### config.mk
export PLATFORM = sky130hd
export DESIGN_NAME = centroid_crosshair
export DESIGN_NICKNAME = d
export VERILOG_FILES = /design/src/rtl/centroid_crosshair.sv
export SDC_FILE = /design/constraint.sdc
export NUM_CORES = 1
export LEC_CHECK = 0
export ABC_AREA = 1
export BUFFER_PORTS_ARGS = -buffer_cell sky130_fd_sc_hd__buf_2
export CORE_MARGIN = 4
export CORE_UTILIZATION = 45
export DETAILED_ROUTE_END_ITERATION = 10
export PLACE_DENSITY = 0.68
export SYNTH_ARGS = -nofsm -noshare
export SYNTH_HDL_FRONTEND = slang
export SYNTH_SLANG_ARGS = --single-unit
### constraint.sdc
create_clock -name clk_in -period 13.8 [get_ports clk_in]
set_clock_uncertainty 0.1 [all_clocks]
set_input_delay 1.38 -clock clk_in [delete_from_list [all_inputs] [get_ports clk_in]]
set_output_delay 1.38 -clock clk_in [all_outputs]
set_load 0.005 [all_outputs]
### src/rtl/centroid_crosshair.sv
// centroid_crosshair
//   Closes the loop on the per-pixel threshold mask. During a frame it counts
//   mask pixels and sums their X/Y coordinates. At frame close it divides the
//   sums by the count with a sequential restoring divider. X and Y are divided
//   in parallel, one quotient bit per cycle. The resulting centroid drives a
//   registered crosshair strobe for the video mux.
//
// Ports
//   clk_in             pixel clock
//   rst_n_in           async active-low reset (asserts at once, releases on a clock edge)
//   hcount_in          current pixel X
//   vcount_in          current pixel Y
//   data_valid_in      pixel strobe; hcount/vcount/mask are valid this cycle
//   mask_in            thresholded pixel (1 = object)
//   new_frame_in       1-cycle pulse that closes the current frame
//   x_out, y_out       latest centroid
//   centroid_valid_out 1-cycle pulse when x_out/y_out update
//   busy_out           divider running (DIVIDE or DONE)
//   overrun_out        1-cycle pulse: frame dropped because the divider was busy
//   crosshair_out      registered strobe for pixels on the centroid row or column
module centroid_crosshair #(
   parameter int H_WIDTH    = 11,
   parameter int V_WIDTH    = 10,
   parameter int COUNT_W    = 20,
   parameter int MIN_PIXELS = 16
) (
   input  logic               clk_in,
   input  logic               rst_n_in,
   input  logic [H_WIDTH-1:0] hcount_in,
   input  logic [V_WIDTH-1:0] vcount_in,
   input  logic               data_valid_in,
   input  logic               mask_in,
   input  logic               new_frame_in,
   output logic [H_WIDTH-1:0] x_out,
   output logic [V_WIDTH-1:0] y_out,
   output logic               centroid_valid_out,
   output logic               busy_out,
   output logic               overrun_out,
   output logic               crosshair_out
);

   localparam int S  = H_WIDTH + COUNT_W;
   localparam int IW = $clog2(S);
   localparam logic [COUNT_W-1:0] MIN_CNT  = COUNT_W'(MIN_PIXELS);
   localparam logic [IW-1:0]      LAST_IT  = IW'(S - 1);

   typedef enum logic [1:0] {IDLE, DIVIDE, DONE} state_t;

   // Reset synchronizer: assertion reaches every flop immediately; release is
   // aligned to the clock so no flop sees a runt recovery edge.
   logic [1:0] rst_sync;
   logic       rst_n;

   always_ff @(posedge clk_in or negedge rst_n_in) begin
      if (!rst_n_in) rst_sync <= '0;
      else           rst_sync <= {rst_sync[0], 1'b1};
   end
   assign rst_n = rst_sync[1];

   // ---------------- accumulation ----------------
   logic               pix_hit;
   logic [COUNT_W-1:0] count, cnt_inc;
   logic [S-1:0]       sum_x, sum_y, sx_inc, sy_inc;

   assign pix_hit = data_valid_in & mask_in;

   // The *_inc values include this cycle's pixel. They double as the frame
   // snapshot, so a mask pixel coincident with new_frame_in stays with the
   // closing frame.
   always_comb begin
      cnt_inc = count;
      sx_inc  = sum_x;
      sy_inc  = sum_y;
      if (pix_hit) begin
         if (count != '1) cnt_inc = count + 1'b1;
         sx_inc = sum_x + S'(hcount_in);
         sy_inc = sum_y + S'(vcount_in);
      end
   end

   always_ff @(posedge clk_in or negedge rst_n) begin
      if (!rst_n) begin
         count <= '0;
         sum_x <= '0;
         sum_y <= '0;
      end else if (new_frame_in) begin
         count <= '0;
         sum_x <= '0;
         sum_y <= '0;
      end else begin
         count <= cnt_inc;
         sum_x <= sx_inc;
         sum_y <= sy_inc;
      end
   end

   // ---------------- control FSM ----------------
   state_t        state, state_nxt;
   logic [IW-1:0] iter;
   logic          start, last_iter;

   assign last_iter = (iter == LAST_IT);

   always_ff @(posedge clk_in or negedge rst_n) begin
      if (!rst_n) state <= IDLE;
      else        state <= state_nxt;
   end

   always_comb begin
      state_nxt = state;
      start     = 1'b0;
      case (state)
         IDLE: begin
            if (new_frame_in && (cnt_inc >= MIN_CNT)) begin
               start     = 1'b1;
               state_nxt = DIVIDE;
            end
         end
         DIVIDE:  if (last_iter) state_nxt = DONE;
         DONE:    state_nxt = IDLE;
         default: state_nxt = IDLE;
      endcase
   end

   assign busy_out = (state != IDLE);

   // ---------------- restoring divider ----------------
   // The quotient registers start out holding the dividend. Each step shifts
   // the dividend MSB into the partial remainder and shifts one quotient bit
   // in at the bottom. The remainder stays below the divisor, so COUNT_W bits
   // are enough to hold it. One extra bit is needed for the trial value.
   logic [COUNT_W-1:0] divisor, rem_x, rem_y, rem_x_nxt, rem_y_nxt;
   logic [S-1:0]       quo_x, quo_y, quo_x_nxt, quo_y_nxt;
   logic [COUNT_W:0]   trial_x, trial_y, diff_x, diff_y;
   logic               ge_x, ge_y;

   always_comb begin
      trial_x   = {rem_x, quo_x[S-1]};
      trial_y   = {rem_y, quo_y[S-1]};
      diff_x    = trial_x - {1'b0, divisor};
      diff_y    = trial_y - {1'b0, divisor};
      ge_x      = (trial_x >= {1'b0, divisor});
      ge_y      = (trial_y >= {1'b0, divisor});
      rem_x_nxt = ge_x ? diff_x[COUNT_W-1:0] : trial_x[COUNT_W-1:0];
      rem_y_nxt = ge_y ? diff_y[COUNT_W-1:0] : trial_y[COUNT_W-1:0];
      quo_x_nxt = {quo_x[S-2:0], ge_x};
      quo_y_nxt = {quo_y[S-2:0], ge_y};
   end

   always_ff @(posedge clk_in or negedge rst_n) begin
      if (!rst_n) begin
         divisor <= '0;
         rem_x   <= '0;
         rem_y   <= '0;
         quo_x   <= '0;
         quo_y   <= '0;
         iter    <= '0;
      end else if (start) begin
         divisor <= cnt_inc;
         rem_x   <= '0;
         rem_y   <= '0;
         quo_x   <= sx_inc;
         quo_y   <= sy_inc;
         iter    <= '0;
      end else if (state == DIVIDE) begin
         rem_x <= rem_x_nxt;
         rem_y <= rem_y_nxt;
         quo_x <= quo_x_nxt;
         quo_y <= quo_y_nxt;
         iter  <= iter + 1'b1;
      end
   end

   // ---------------- outputs ----------------
   // The result is captured from the final iteration's next-quotient. The
   // pulse and the new centroid therefore appear together in the DONE cycle.
   logic have_centroid;

   always_ff @(posedge clk_in or negedge rst_n) begin
      if (!rst_n) begin
         x_out              <= '0;
         y_out              <= '0;
         centroid_valid_out <= 1'b0;
         overrun_out        <= 1'b0;
         crosshair_out      <= 1'b0;
         have_centroid      <= 1'b0;
      end else begin
         centroid_valid_out <= 1'b0;
         if (state == DIVIDE && last_iter) begin
            x_out              <= quo_x_nxt[H_WIDTH-1:0];
            y_out              <= quo_y_nxt[V_WIDTH-1:0];
            centroid_valid_out <= 1'b1;
            have_centroid      <= 1'b1;
         end
         overrun_out   <= new_frame_in & busy_out;
         crosshair_out <= have_centroid & data_valid_in &
                          ((hcount_in == x_out) | (vcount_in == y_out));
      end
   end

endmodule
=== After elaboration in Yosys (flattened, before gate mapping) ===
Index checks and enable logic that the tools add are counted.
Widths: inputs -> output; s select.

* Add/sub/neg operators: 6
* Order comparisons: 3
* Equality and inequality tests: 7
* Muxes and demuxes: 25
* Bitwise gates (word level): 5
* Reduce and logical (&&, ||, !) cells: 6

{| class="wikitable"
|+ Operators with widths
! operator !! number
|-
| $mux 31 || 8
|-
| $mux 20 || 9
|-
| $ge 21x20->1 || 2
|-
| $sub 20x20->20 || 2
|-
| $add 31x10->31 || 1
|-
| $add 31x11->31 || 1
|-
| $add 20x1->20 const B || 1
|-
| $ge 20x5->1 const B || 1
|-
| $ne 20x20->1 const B || 1
|-
| $eq 11x11->1 || 1
|-
| $eq 10x10->1 || 1
|-
| $mux 5 || 2
|-
| $add 5x1->5 const B || 1
|-
| $eq 5x5->1 const B || 1
|-
| $and 1x1->1 || 4
|-
| $mux 2 || 2
|-
| $ne 2x2->1 const B || 2
|-
| $pmux 2 s2 || 1
|-
| $reduce_bool 2->1 || 2
|-
| $mux 1 || 3
|-
| $eq 2x1->1 const B || 1
|-
| $logic_and 1x1->1 || 2
|-
| $logic_not 2->1 || 1
|-
| $reduce_and 2->1 || 1
|-
| $or 1x1->1 || 1
|}

* Bits in registers: 238
* Input port bits: 26
* Output and inout bits: 25
* Word-level logic and storage cells: 69

=== Longest topological paths before layout ===
Gate-level depths: netlist (run 1).

* Depth after elaboration: 8
* Gate-level depth with buffers: 19
* Gate-level depth less buffers: 17

=== Worst setup path before layout (run 1) ===
OpenSTA, ideal clock, no wires.

* Path kind: input to register
* Start point: input port vcount_in[0]
* End point: register quo_y[16]
* Library setup time: 125 ps
* Data arrival time: 2957 ps
* Required time: 13575 ps
* Slack: 10618 ps
* Stages on the path: 13
* Buffers on the path: 0
* Cells stage by stage: ha_1 > fa_1 > nand3_1 > nand2_1 > nand2_1 > nand2_1 > nand2_1 > nand2_1 > nand3_1 > nor2_1 > xor2_1 > nand3_1 > nand3_1

* Cells in the longest elaborated chain, start to end: 3

{| class="wikitable"
|+ Ends and longest elaborated chain
! item !! RTL line !! RTL
|-
| from (decl) || 30 || <nowiki>input logic [V_WIDTH-1:0] vcount_in,</nowiki>
|-
| $add 31x10->31 || 77 || <nowiki>sy_inc = sum_y + S'(vcount_in);</nowiki>
|-
| $mux 31 || 74 || <nowiki>if (pix_hit) begin</nowiki>
|-
| $mux 31 || 158 || <nowiki>end else if (start) begin</nowiki>
|-
| to (signal assigned) || 163 || <nowiki>quo_y <= sy_inc;</nowiki>
|-
| to (signal assigned) || 169 || <nowiki>quo_y <= quo_y_nxt;</nowiki>
|-
| to (decl) || 133 || <nowiki>logic [S-1:0] quo_x, quo_y, quo_x_nxt, quo_y_nxt;</nowiki>
|}

No other way between the ends.
A chain may end at the register's enable or synchronous reset.

=== Worst setup path after layout (run 1) ===
* Start point: input port data_valid_in
* End point: register rem_y[19]

* Cells in the longest elaborated chain, start to end: 7
* Elaborated cells on any way between the ends: 8
* Those cells by class: 1 x order compare; 4 x mux; 1 x bitwise; 2 x reduce/logical

{| class="wikitable"
|+ Ends and longest elaborated chain
! item !! RTL line !! RTL
|-
| from (decl) || 31 || <nowiki>input logic data_valid_in,</nowiki>
|-
| $and 1x1->1 (*) || 65 || <nowiki>assign pix_hit = data_valid_in & mask_in;</nowiki>
|-
| $mux 20 (*) || 74 ||
|-
| $ge 20x5->1 (*) || 114 || <nowiki>if (new_frame_in && (cnt_inc >= MIN_CNT)) begin</nowiki>
|-
| $logic_and 1x1->1 (*) || 114 ||
|-
| $mux 1 (*) || 114 ||
|-
| $mux 1 (*) || 112 || <nowiki>case (state)</nowiki>
|-
| $mux 20 / $reduce_bool 2->1 (equally long branches) || n/a ||
|-
| to (signal assigned) || 167 || <nowiki>rem_y <= rem_y_nxt;</nowiki>
|-
| to (decl) || 132 || <nowiki>logic [COUNT_W-1:0] divisor, rem_x, rem_y, rem_x_nxt, rem_y_nxt;</nowiki>
|}

Every way passes the cells marked *; elsewhere a longest branch is shown, timed or not.

==> metrics, run 1 <==
post-CTS setup buffer count 0; drt total wl 38900 um; Tmin final 5.56 ns; Net Sw Frac between 40 and 50%; post-placement cell count 2456; Post-synth EDFFs 0; CTS resizes 0; post-synth net total 2119; post-route ant nets 0; DRC violations left 0; initial antenna violation count 0; power share of the combinational group between 40 and 50%; first-pass GRT wire length 65900 um; row count 67; clock share of power 22.2%; Slew HR 34.1%; post-DP HPWL 27000 um; register area share after synthesis 38.6%; via density per instance around 5.4; Avg Cell Area, Syn 7.62 um2; synthesized cell area ~0.015 mm2; CP endpoint kind register; pre-CTS WS roughly 7.7 ns; grt ovf 0; Leak 7.84 nW; Setup crit start kind input pin; pins over their slew limit 0; Die ar. 0.0373 mm2; Final setup viols 0; H-Tree Depth 1; CTS Buffer Depth 3; Layout Cells excl Fill ~2500; Hold Violations, Final 0; share of Yosys cell area claimed by the top area cell type 38.6%; Final period util about two fifths; total track usage 21.2%; DIE WIDTH 193 um; Worst Reg-to-Reg Cells 16; initial DRC count roughly 1100; post-layout net count between 2000 and 2500; vias in the first global route 13200; Synth Instances 2025; critical path arrival 5.94 ns; # Max-Cap Violations 0; WS Path Type in2reg; Fill cells 3250; Starting Density 45.8%; CTS root buf clkbuf_16; count leader, synth nand2_1; Post-synth top cells nand2_1, dfrtp_1, nand3_1; 1st-pass router iterations 5; area delta synth->final 9.22%; largest net degree at the start of global routing just under 80; Post-synth top flop dfrtp_1; sw power 1.47 mW; Slew @ Worst Pin 0.989 ns; clk sink count approximately 240; Post-Route Setup TNS 0 ns; worst min path class reg2async; post-synth top area cell dfrtp_1; CTS Buf Count 28; IO Pins 51; VDD IR max 0.146 mV; outcome finished, final reports clean; PwrDens 205 mW/mm2; CP required 14.18 ns; Max FO, Critical Path 76; Distinct cells, synth 46; Int Pwr approximately 2 mW; DIE HEIGHT between 150 and 200 um; Area contributors post-synth dfrtp_1, nand2_1, nand3_1; clk slew on worst S/H paths 0.06 ns; FMAX 180 MHz; GP Congestion roughly 0.93; Vias roughly 14000; area of the core 0.0337 mm2; layout cells sized above 1 11.3%; CTS tree built; Hold-fix buffers, CTS 0; Async SR Flop Fraction 100%; YS warnings 0; RSZ-0062 raised after global routing no; Final Worst Setup Slack 8.24 ns; WL/cell 15.5 um; Port Buffers 50; Overall Power 3.45 mW; ant diodes 0; #FFs+latches synth 238; Skew-Pair Late Insertion Delay 0.56 ns; Reg power frac 31.5%
cells in the final DEF (no fill, tap or decap), types with 6 or more instances in the layout:
cell | netlist | routed
or2_2 | 14 | 14
nand2_1 | 490 | 490
inv_1 | 180 | 180
xnor2_1 | 27 | 27
a21oi_1 | 104 | 104
nor3_1 | 22 | 22
buf_4 | 0 | 13
clkbuf_8 | 0 | 8
dfrtp_1 | 238 | 237
buf_2 | 12 | 50
inv_2 | 8 | 8
nand4_1 | 35 | 35
a31oi_1 | 6 | 6
o211ai_1 | 10 | 10
clkbuf_16 | 0 | 29
nor2_1 | 175 | 172
a21o_1 | 10 | 10
nand3_2 | 82 | 82
nand3b_1 | 27 | 27
ha_1 | 64 | 64
o21ai_0 | 118 | 118
nor4_1 | 18 | 18
xor2_1 | 46 | 46
nand3_1 | 230 | 230
metrics by stage:
step	hold WS (ns)	utilization (%)	cell area, um2
after global routing	0.149	50.0	16800
after CTS	0.128	50.0	16800
after floorplan	0.231	-	15400
after global placement	0.114	47.1	15900
after detailed placement	0.120	47.1	15900
final	0.113	50.0	16800
critical path, cell delays in order:
cell	delay, ns
buf_2	0.09
nand2_2	0.35
inv_2	0.85
nand3_1	0.18
nor2_2	0.23
nand2_1	0.08
nand2_1	0.06
nand3_1	0.12
nor2_1	0.11
nand2_1	0.09
nor2_4	0.12
nand2_4	0.40
nand2_8	0.62
buf_4	0.82
nand3_1	0.18
nand2_1	0.12
power by group through the flow:
stage / combinational [mW] / clock (mW) / sequential, mW
floorplan: 1.26 / 0 / 1.06
global placement: 1.55 / 0 / 1.09
detailed placement: 1.59 / 0 / 1.09
CTS: 1.60 / 0.782 / 1.08
global route: 1.84 / 0.812 / 1.11
finish: 1.60 / 0.763 / 1.08
cell families after synthesis:
| group | after synthesis | synth area share, % |
|---|---|---|
| DFF | 238 | 38.6 |
| xor gates and xnor gates | 73 | 4.15 |
| AOI/OAI and AO/OA | 265 | 9.17 |
| and+or+nand+nor | 1108 | 34.5 |
| muxes | 1 | 0.0649 |
| other | 1 | 0.0243 |
| adders and majority gates | 68 | 5.71 |
| buffers and inverters | 271 | 7.79 |
path summary, 6_finish.rpt:
check | slack (ns) | start | end
max | 8.24 | data_valid_in | rem_y[19]$_DFFE_PN0P_
min | 0.11 | rst_sync[1]$_DFF_PN0_ | sum_y[25]$_DFF_PN0_
max reg2reg | 9.41 | count[0]$_DFF_PN0_ | rem_y[19]$_DFFE_PN0P_
min reg2reg | 0.11 | rst_sync[1]$_DFF_PN0_ | sum_y[25]$_DFF_PN0_
max in group asynchronous | 11.36 | rst_sync[1]$_DFF_PN0_ | state[0]$_DFFE_PN0P_
min in group clk_in | 0.25 | rst_sync[0]$_DFF_PN0_ | rst_sync[1]$_DFF_PN0_
flip-flops by register name, summed over array words and instances, names as in the netlist:
signal,flops
divisor,20
quo_x,31
state,2
overrun_out,1
iter,5
rem_y,20
rst_sync,2
sum_y,31
rem_x,20
have_centroid,1
count,20
x_out,11
quo_y,31
crosshair_out,1
y_out,10
centroid_valid_out,1
sum_x,31
metal layers:
metal  vias to the layer above  wire (um)  global-route usage (%)
li1                       6750          -                       -
met1                      6446      18000                    29.5
met5                         -          0                       0
met3                        77       1600                    2.61
met2                       321      18000                    34.8
met4                         0       1260                    6.64
layout make-up:
type	instances	area (um2)	area share (%)
clock buffer	41	851	5.05
clock inverter	10	113	0.668
inverter	191	722	4.29
sequential	238	5960	35.4
timing repair buffer	63	348	2.06
tap	448	561	3.33
multi-input combinational	1516	8290	49.2
Note: power is estimated with default switching activity, not from simulation.
==> run 2, diff against run 1 <==
Clock period 13.8 ns to 5.15 ns, I/O delays scaled along.
==> run 2 against run 1 <==
  * Sequential power rose to 2.7 times the previous value
  * Routed wire length up 1.2%
  * Via count up 0.22%
  * Sequential cell count unchanged
  * Power rose to 2.6 times the previous value
  * Count of clock-buffer cells in the layout down 6
  * Critical path type is now reg2reg
  * Largest power group unchanged
  * Highest routed layer unchanged
==> metrics, run 2 (synthesis gave the netlist of run 1 again) <==
Final Worst Setup Slack 1.66 ns (-6.59 ns); global route hottest layer met2; total track usage 21.3% (+0.076 points); # Max-Cap Violations 0 (unchanged); Most Frequent Cell on Critical Path nand2_1; GR Layer Usage met1 30.1% (+0.61 points); slowest stage cell, crit path nand2_8; Die ar. 0.0373 mm2 (unchanged); design area 0.0168 mm2 (-0.41%); Setup crit start kind register; DIE HEIGHT 193 um (unchanged); CTS tree built; WS Path Type reg2reg; area delta synth->final 8.78%; area of the core 0.0337 mm2 (unchanged); layout cells sized above 1 11.2% (-0.13 points); post-DP HPWL 26900 um (-0.27%); post-layout net count 2133 (+0.047%); GP Congestion 0.911 (-2.1%); clk sink count 238 (unchanged); RSZ-0062 raised after global routing no; met2 usage 35.1% (+0.32 points); Starting Density 45.8% (unchanged); WP buf/inv 2 (-1); H-Tree Depth 1 (unchanged); post-CTS setup buffer count 0 (unchanged); commonest cells after routing, fill and taps aside nand2_1, dfrtp_1, nand3_1; VDD IR max 0.391 mV (+170%); slowest stage delay, CP 0.71 ns (-0.14 ns); first-pass GRT wire length 66200 um (+0.47%); Final period util 67.8%; Slew @ Worst Pin 1.05 ns (+0.0663 ns); WHS 0.129 ns (+0.0161 ns); CTS resizes 0 (unchanged); PwrDens 542 mW/mm2 (+160%); met3 Use GR 2.39% (-0.22 points); CP endpoint kind register; Final setup viols 0 (unchanged); Vias 13600 (+0.22%); pre-CTS WS 1.54 ns (-6.11 ns); Leak 7.80 nW (-0.57%); outcome finished, final reports clean; CP Cell Sequence ha_1, nand3_1, nor2_2, nand3_2, nand2_1, nand2_1, nand2_1, nand2_1, inv_1, nand2_1, nor2_4, nand2_4, nand2_8, buf_4, nand3_2, nand3_1; largest net degree at the start of global routing 126 (+64%); Post-Route Setup TNS 0 ns (unchanged); ant diodes 0 (unchanged); Skew-Pair Late Insertion Delay 0.54 ns (-0.02 ns); grt ovf 0 (unchanged); worst min path class in2reg; post-placement cell count 2457 (+0.041%); Slew HR 29.7% (-4.4 points); DIE WIDTH 193 um (unchanged); FMAX 286 MHz; pins over their slew limit 0 (unchanged); Max FO, Critical Path 125 (+64%); Hold-fix buffers, CTS 1 (+1); row count 67 (unchanged); CP delay by family, top simple AND/OR/NAND/NOR gates; via density per instance 5.44 (+0.30%); drt total wl 39300 um (+1.2%); CTS Buffer Depth 3 (unchanged); Port Buffers 50 (unchanged); post-route ant nets 0 (unchanged); 1st-pass router iterations 5 (unchanged); critical path arrival 3.86 ns (-2.08 ns); initial DRC count 914 (-20%); initial antenna violation count 0 (unchanged); IO Pins 51 (unchanged); clk slew on worst S/H paths 0.06 ns (about the same); CP required 5.52 ns (-8.66 ns); commonest non-fill, non-tap cell in the layout nand2_1; Area after DPL 0.0159 mm2 (+0.21%); Tmin final 3.49 ns; WL/cell 15.7 um (+1.2%); Hold Violations, Final 0 (unchanged); Layout Cells excl Fill 2505 (-0.080%); CTS root buf clkbuf_16; vias in the first global route 13100 (-0.76%); DRC violations left 0 (unchanged); CTS Buf Count 27 (-3.6%)
-- run 2: worst paths after layout --
check	startpoint	to	slack, ns	depth (start not counted)
max in group asynchronous	rst_sync[1]$_DFF_PN0_	rem_x[9]$_DFFE_PN0P_	3.61	1
worst max register to register	count[0]$_DFF_PN0_	quo_y[19]$_DFFE_PN0P_	1.66	16
worst max-delay path	count[0]$_DFF_PN0_	quo_y[19]$_DFFE_PN0P_	1.66	16
worst min-delay path	data_valid_in	crosshair_out$_DFF_PN0_	0.13	3
min in group asynchronous	rst_n_in	rst_sync[0]$_DFF_PN0_	0.18	2
worst min register to register	rst_sync[0]$_DFF_PN0_	rst_sync[1]$_DFF_PN0_	0.25	0
-- run 2: worst reg2reg max path, cell delays in order (launching register included) --
cell     delay, ns
dfrtp_1       0.40
ha_1          0.19
nand3_1       0.18
nor2_2        0.18
nand3_2       0.33
nand2_1       0.17
nand2_1       0.06
nand2_1       0.16
nand2_1       0.07
inv_1         0.05
nand2_1       0.08
nor2_4        0.10
nand2_4       0.07
nand2_8       0.71
buf_4         0.39
nand3_2       0.07
nand3_1       0.10
-- run 2: metal layers --
metal / up-vias / routed length [um]
met2: 314 / 18100
li1: 6753 / -
met4: 0 / 1050
met5: - / 0
met3: 62 / 1710
met1: 6495 / 18400
-- run 2: through the flow --
step | power [mW] | util (%)
floorplan | 6.21 | -
global placement | 7.09 | 47.2
detailed placement | 7.21 | 47.2
CTS | 9.13 | 49.8
global route | 9.91 | 49.8
finish | 9.09 | 49.8
-- run 2: power by group --
part	internal (mW)	total (mW)	leakage, nW	switching [mW]
clock network	1.07	1.87	0.410	0.796
registers	2.43	2.91	3.10	0.475
logic	1.63	4.32	4.29	2.69
-- run 2: area by class of cell --
class / instances / area [um2]
clock buffer: 35 / 746
inverter: 191 / 722
fill: 3292 / 16900
clock inverter: 12 / 106
tap: 448 / 561
multi-input combinational: 1516 / 8290
timing repair buffer: 65 / 390
sequential: 238 / 5960
==> run 3, diff against run 2 <==
Settings changed: ABC_AREA 1 to 0.
Clock period 5.15 ns to 3.6 ns, I/O delays scaled along.
==> run 3 against run 2 <==
  * Routed wire length down 20%
  * Non-clock buffer count up 24
  * Count of clock-buffer cells in the layout unchanged
  * Hold slack worse by 0.094 ns
  * Sequential share of layout area up 3.8 points
  * Global-route usage down 2.2 points
  * Critical path type unchanged
  * Sequential cell count unchanged
  * Core utilization up 2.3 points
  * First-iteration DRC count down 37%
  * Via count down 22%
==> metrics, run 3 <==
outcome finished, final reports clean; pins over their slew limit 0 (unchanged); PwrDens 619 mW/mm2 (+14%); Tmin final 3.31 ns (-0.182 ns); CTS root buf clkbuf_16; Slew @ Worst Pin 0.997 ns (-0.0583 ns); largest net degree at the start of global routing 170 (+35%); # Max-Cap Violations 0 (unchanged); Hold Path Cell Cnt 3 (unchanged); FMAX 302 MHz (+5.5%); synthesized cell area 0.0134 mm2 (-13%); RSZ-0062 raised after global routing no; CTS tree built; first-pass GRT wire length 52900 um (-20%); post-layout net count 1565 (-27%); Slew HR 33.3% (+3.6 points); Async SR Flop Fraction 100% (unchanged); VDD IR max 0.396 mV (+1.4%); Post-synth EDFFs 0 (unchanged); Avg Cell Area, Syn 9.44 um2 (+24%); CTS Buf Count 27 (unchanged); #FFs+latches synth 238 (unchanged); CP Cell Sequence ha_1, nand4_1, or4_4, nor3_2, xnor2_1, nor3b_2, a41oi_2, and2_1, a222oi_1; Port Buffers 50 (unchanged); DIE HEIGHT 181 um (-6.5%); slowest stage delay, CP 0.55 ns (-0.16 ns); GP Congestion 0.872 (-4.3%); Final period util 91.9% (+24 points); Die ar. 0.0326 mm2 (-13%); row count 62 (-7.5%); ant diodes 0 (unchanged); 1st-pass router iterations 8 (+3); YS warnings 0 (unchanged); clk slew on worst S/H paths 0.06 ns (about the same); H-Tree Depth 1 (unchanged); DR top layer met4; Area contributors post-synth dfrtp_1, ha_1, nor2_1; commonest cells after routing, fill and taps aside dfrtp_1, nor2_1, nand2_1; Met1 Wirelength 14200 um (-23%); WS Path Type reg2reg; slowest stage cell, crit path or4_4; grt ovf 0 (unchanged); Fill cells 2676 (-19%); Max FO, Critical Path 10 (-92%); initial antenna violation count 0 (unchanged); met2 wire length 14800 um (-18%); Overall Power 9.39 mW (+3.3%); layout cells sized above 1 11.6% (+0.42 points); metal3 WL 1420 um (-17%); Post-synth top cells dfrtp_1, nor2_1, nand2_1; area delta synth->final 13.0%; initial DRC count 575 (-37%); post-CTS setup buffer count 0 (unchanged); area of the core 0.0291 mm2 (-14%); slack of the worst reg-to-reg path 0.29 ns (-1.37 ns); post-synth net total 1515 (-29%); critical path arrival 3.66 ns (-0.20 ns); worst min path class in2reg; via density per instance 5.70 (+4.8%); Vias 10700 (-22%); Post-Route Setup TNS 0 ns (unchanged); Hold Violations, Final 0 (unchanged); Worst Reg-to-Reg Cells 9 (-7); Final setup viols 0 (unchanged); Leak 6.55 nW (-16%); post-synth top area cell dfrtp_1; CP required 3.95 ns (-1.57 ns); DRC violations left 0 (unchanged); total track usage 19.0% (-2.2 points); Setup crit start kind register; register area share after synthesis 44.4% (+5.8 points); IO Pins 51 (unchanged); DIE WIDTH 181 um (-6.5%); WL/cell 16.8 um (+6.9%); footprint of the multi-input gates 0.00692 mm2 (-17%); commonest non-fill, non-tap cell in the layout dfrtp_1; Skew-Pair Late Insertion Delay 0.55 ns (about the same); CP endpoint kind register; CTS Buffer Depth 3 (unchanged); vias in the first global route 10700 (-19%); clk sink count 238 (unchanged); share of Yosys cell area claimed by the top area cell type 44.4% (+5.8 points); post-DP HPWL 21600 um (-20%); count leader, synth dfrtp_1; Synth Instances 1421 (-30%); drt total wl 31400 um (-20%); Post-synth top flop dfrtp_1; Starting Density 46.1% (+0.34 points); post-route ant nets 0 (unchanged); Reg area 0.00596 mm2 (unchanged); Distinct cells, synth 70 (+52%)
run 3: cell types whose count changed in the layout (fill, tap and decap cells not counted), moves of 40 or more:
cell     delta
a22oi_1    +40
nand3_2    -81
nand2_1   -398
inv_1     -123
o21ai_0    -62
nand3_1   -157
run 3: cells by family (layout without fill, tap and decap cells):
group / after synthesis / count (layout) / share of synthesized area [%]
and+or+nand+nor: 469 / 469 / 16.2
AOI/OAI and AO/OA: 366 / 366 / 18.0
other: 1 / 1 / 0.0280
DFF: 238 / 238 / 44.4
adders and majority gates: 68 / 68 / 6.57
muxes: 37 / 37 / 2.95
xor gates and xnor gates: 117 / 117 / 7.64
buffers and inverters: 125 / 195 / 4.24
run 3: final cells by class:
type	count	area share, %
Multi-Input combinational cell	1058	45.7
Sequential cell	238	39.3
Clock buffer	35	4.92
Timing Repair Buffer	89	4.05
Tap cell	384	3.17
Clock inverter	14	1.45
Inverter	57	1.41
run 3: worst max-delay path: cells and delay by family, from the launching register on:
family | cells | cell delay [ns]
simple gates | 5 | 1.64
flops | 1 | 0.40
xor+xnor | 1 | 0.17
compound gates | 2 | 0.66
fa+ha+maj | 1 | 0.22
run 3: path summary, 6_finish.rpt:
kind | endpoint | start
min | crosshair_out$_DFF_PN0_ | data_valid_in
min reg2reg | quo_y[20]$_DFFE_PN0P_ | rst_sync[1]$_DFF_PN0_
max in group asynchronous | count[14]$_DFF_PN0_ | rst_sync[1]$_DFF_PN0_
max reg2reg | quo_x[0]$_DFFE_PN0P_ | count[0]$_DFF_PN0_
max | quo_x[0]$_DFFE_PN0P_ | count[0]$_DFF_PN0_
min in group asynchronous | quo_y[20]$_DFFE_PN0P_ | rst_sync[1]$_DFF_PN0_
run 3: metrics by stage:
step | setup WS, ns | instance area (um2) | hold slack, ns | utilization, % | instances
2_1_floorplan | 0.659 | 13400 | -0.0356 | - | 1421
3_3_place_gp | 0.359 | 14200 | 0.0452 | 48.6 | 1823
3_5_place_dp | 0.234 | 14200 | 0.0470 | 48.6 | 1823
4_1_cts | 0.191 | 15100 | 0.00463 | 52.1 | 1875
5_1_grt | 0.0184 | 15200 | 0.0228 | 52.1 | 1875
6_report | 0.290 | 15200 | 0.0346 | 52.1 | 1875
run 3: layer usage:
layer / GRT usage (%) / up-vias
met1: 26.1 / 5163
met5: 0 / -
met3: 2.50 / 63
li1: - / 5213
met2: 31.4 / 243
met4: 6.26 / 0
run 3: power by group:
part           leakage [nW]  total, mW  internal (mW)  switching [mW]
sequential             2.80       3.33           3.02           0.308
clock                 0.463       2.97           1.82            1.14
combinational          3.29       3.09           1.37            1.73
run 3: timing repair:
action,CTS,global route
hold buffers,3,0
hold endpoints to repair,3,0
gates resized for setup,0,2
setup endpoints to repair,0,16
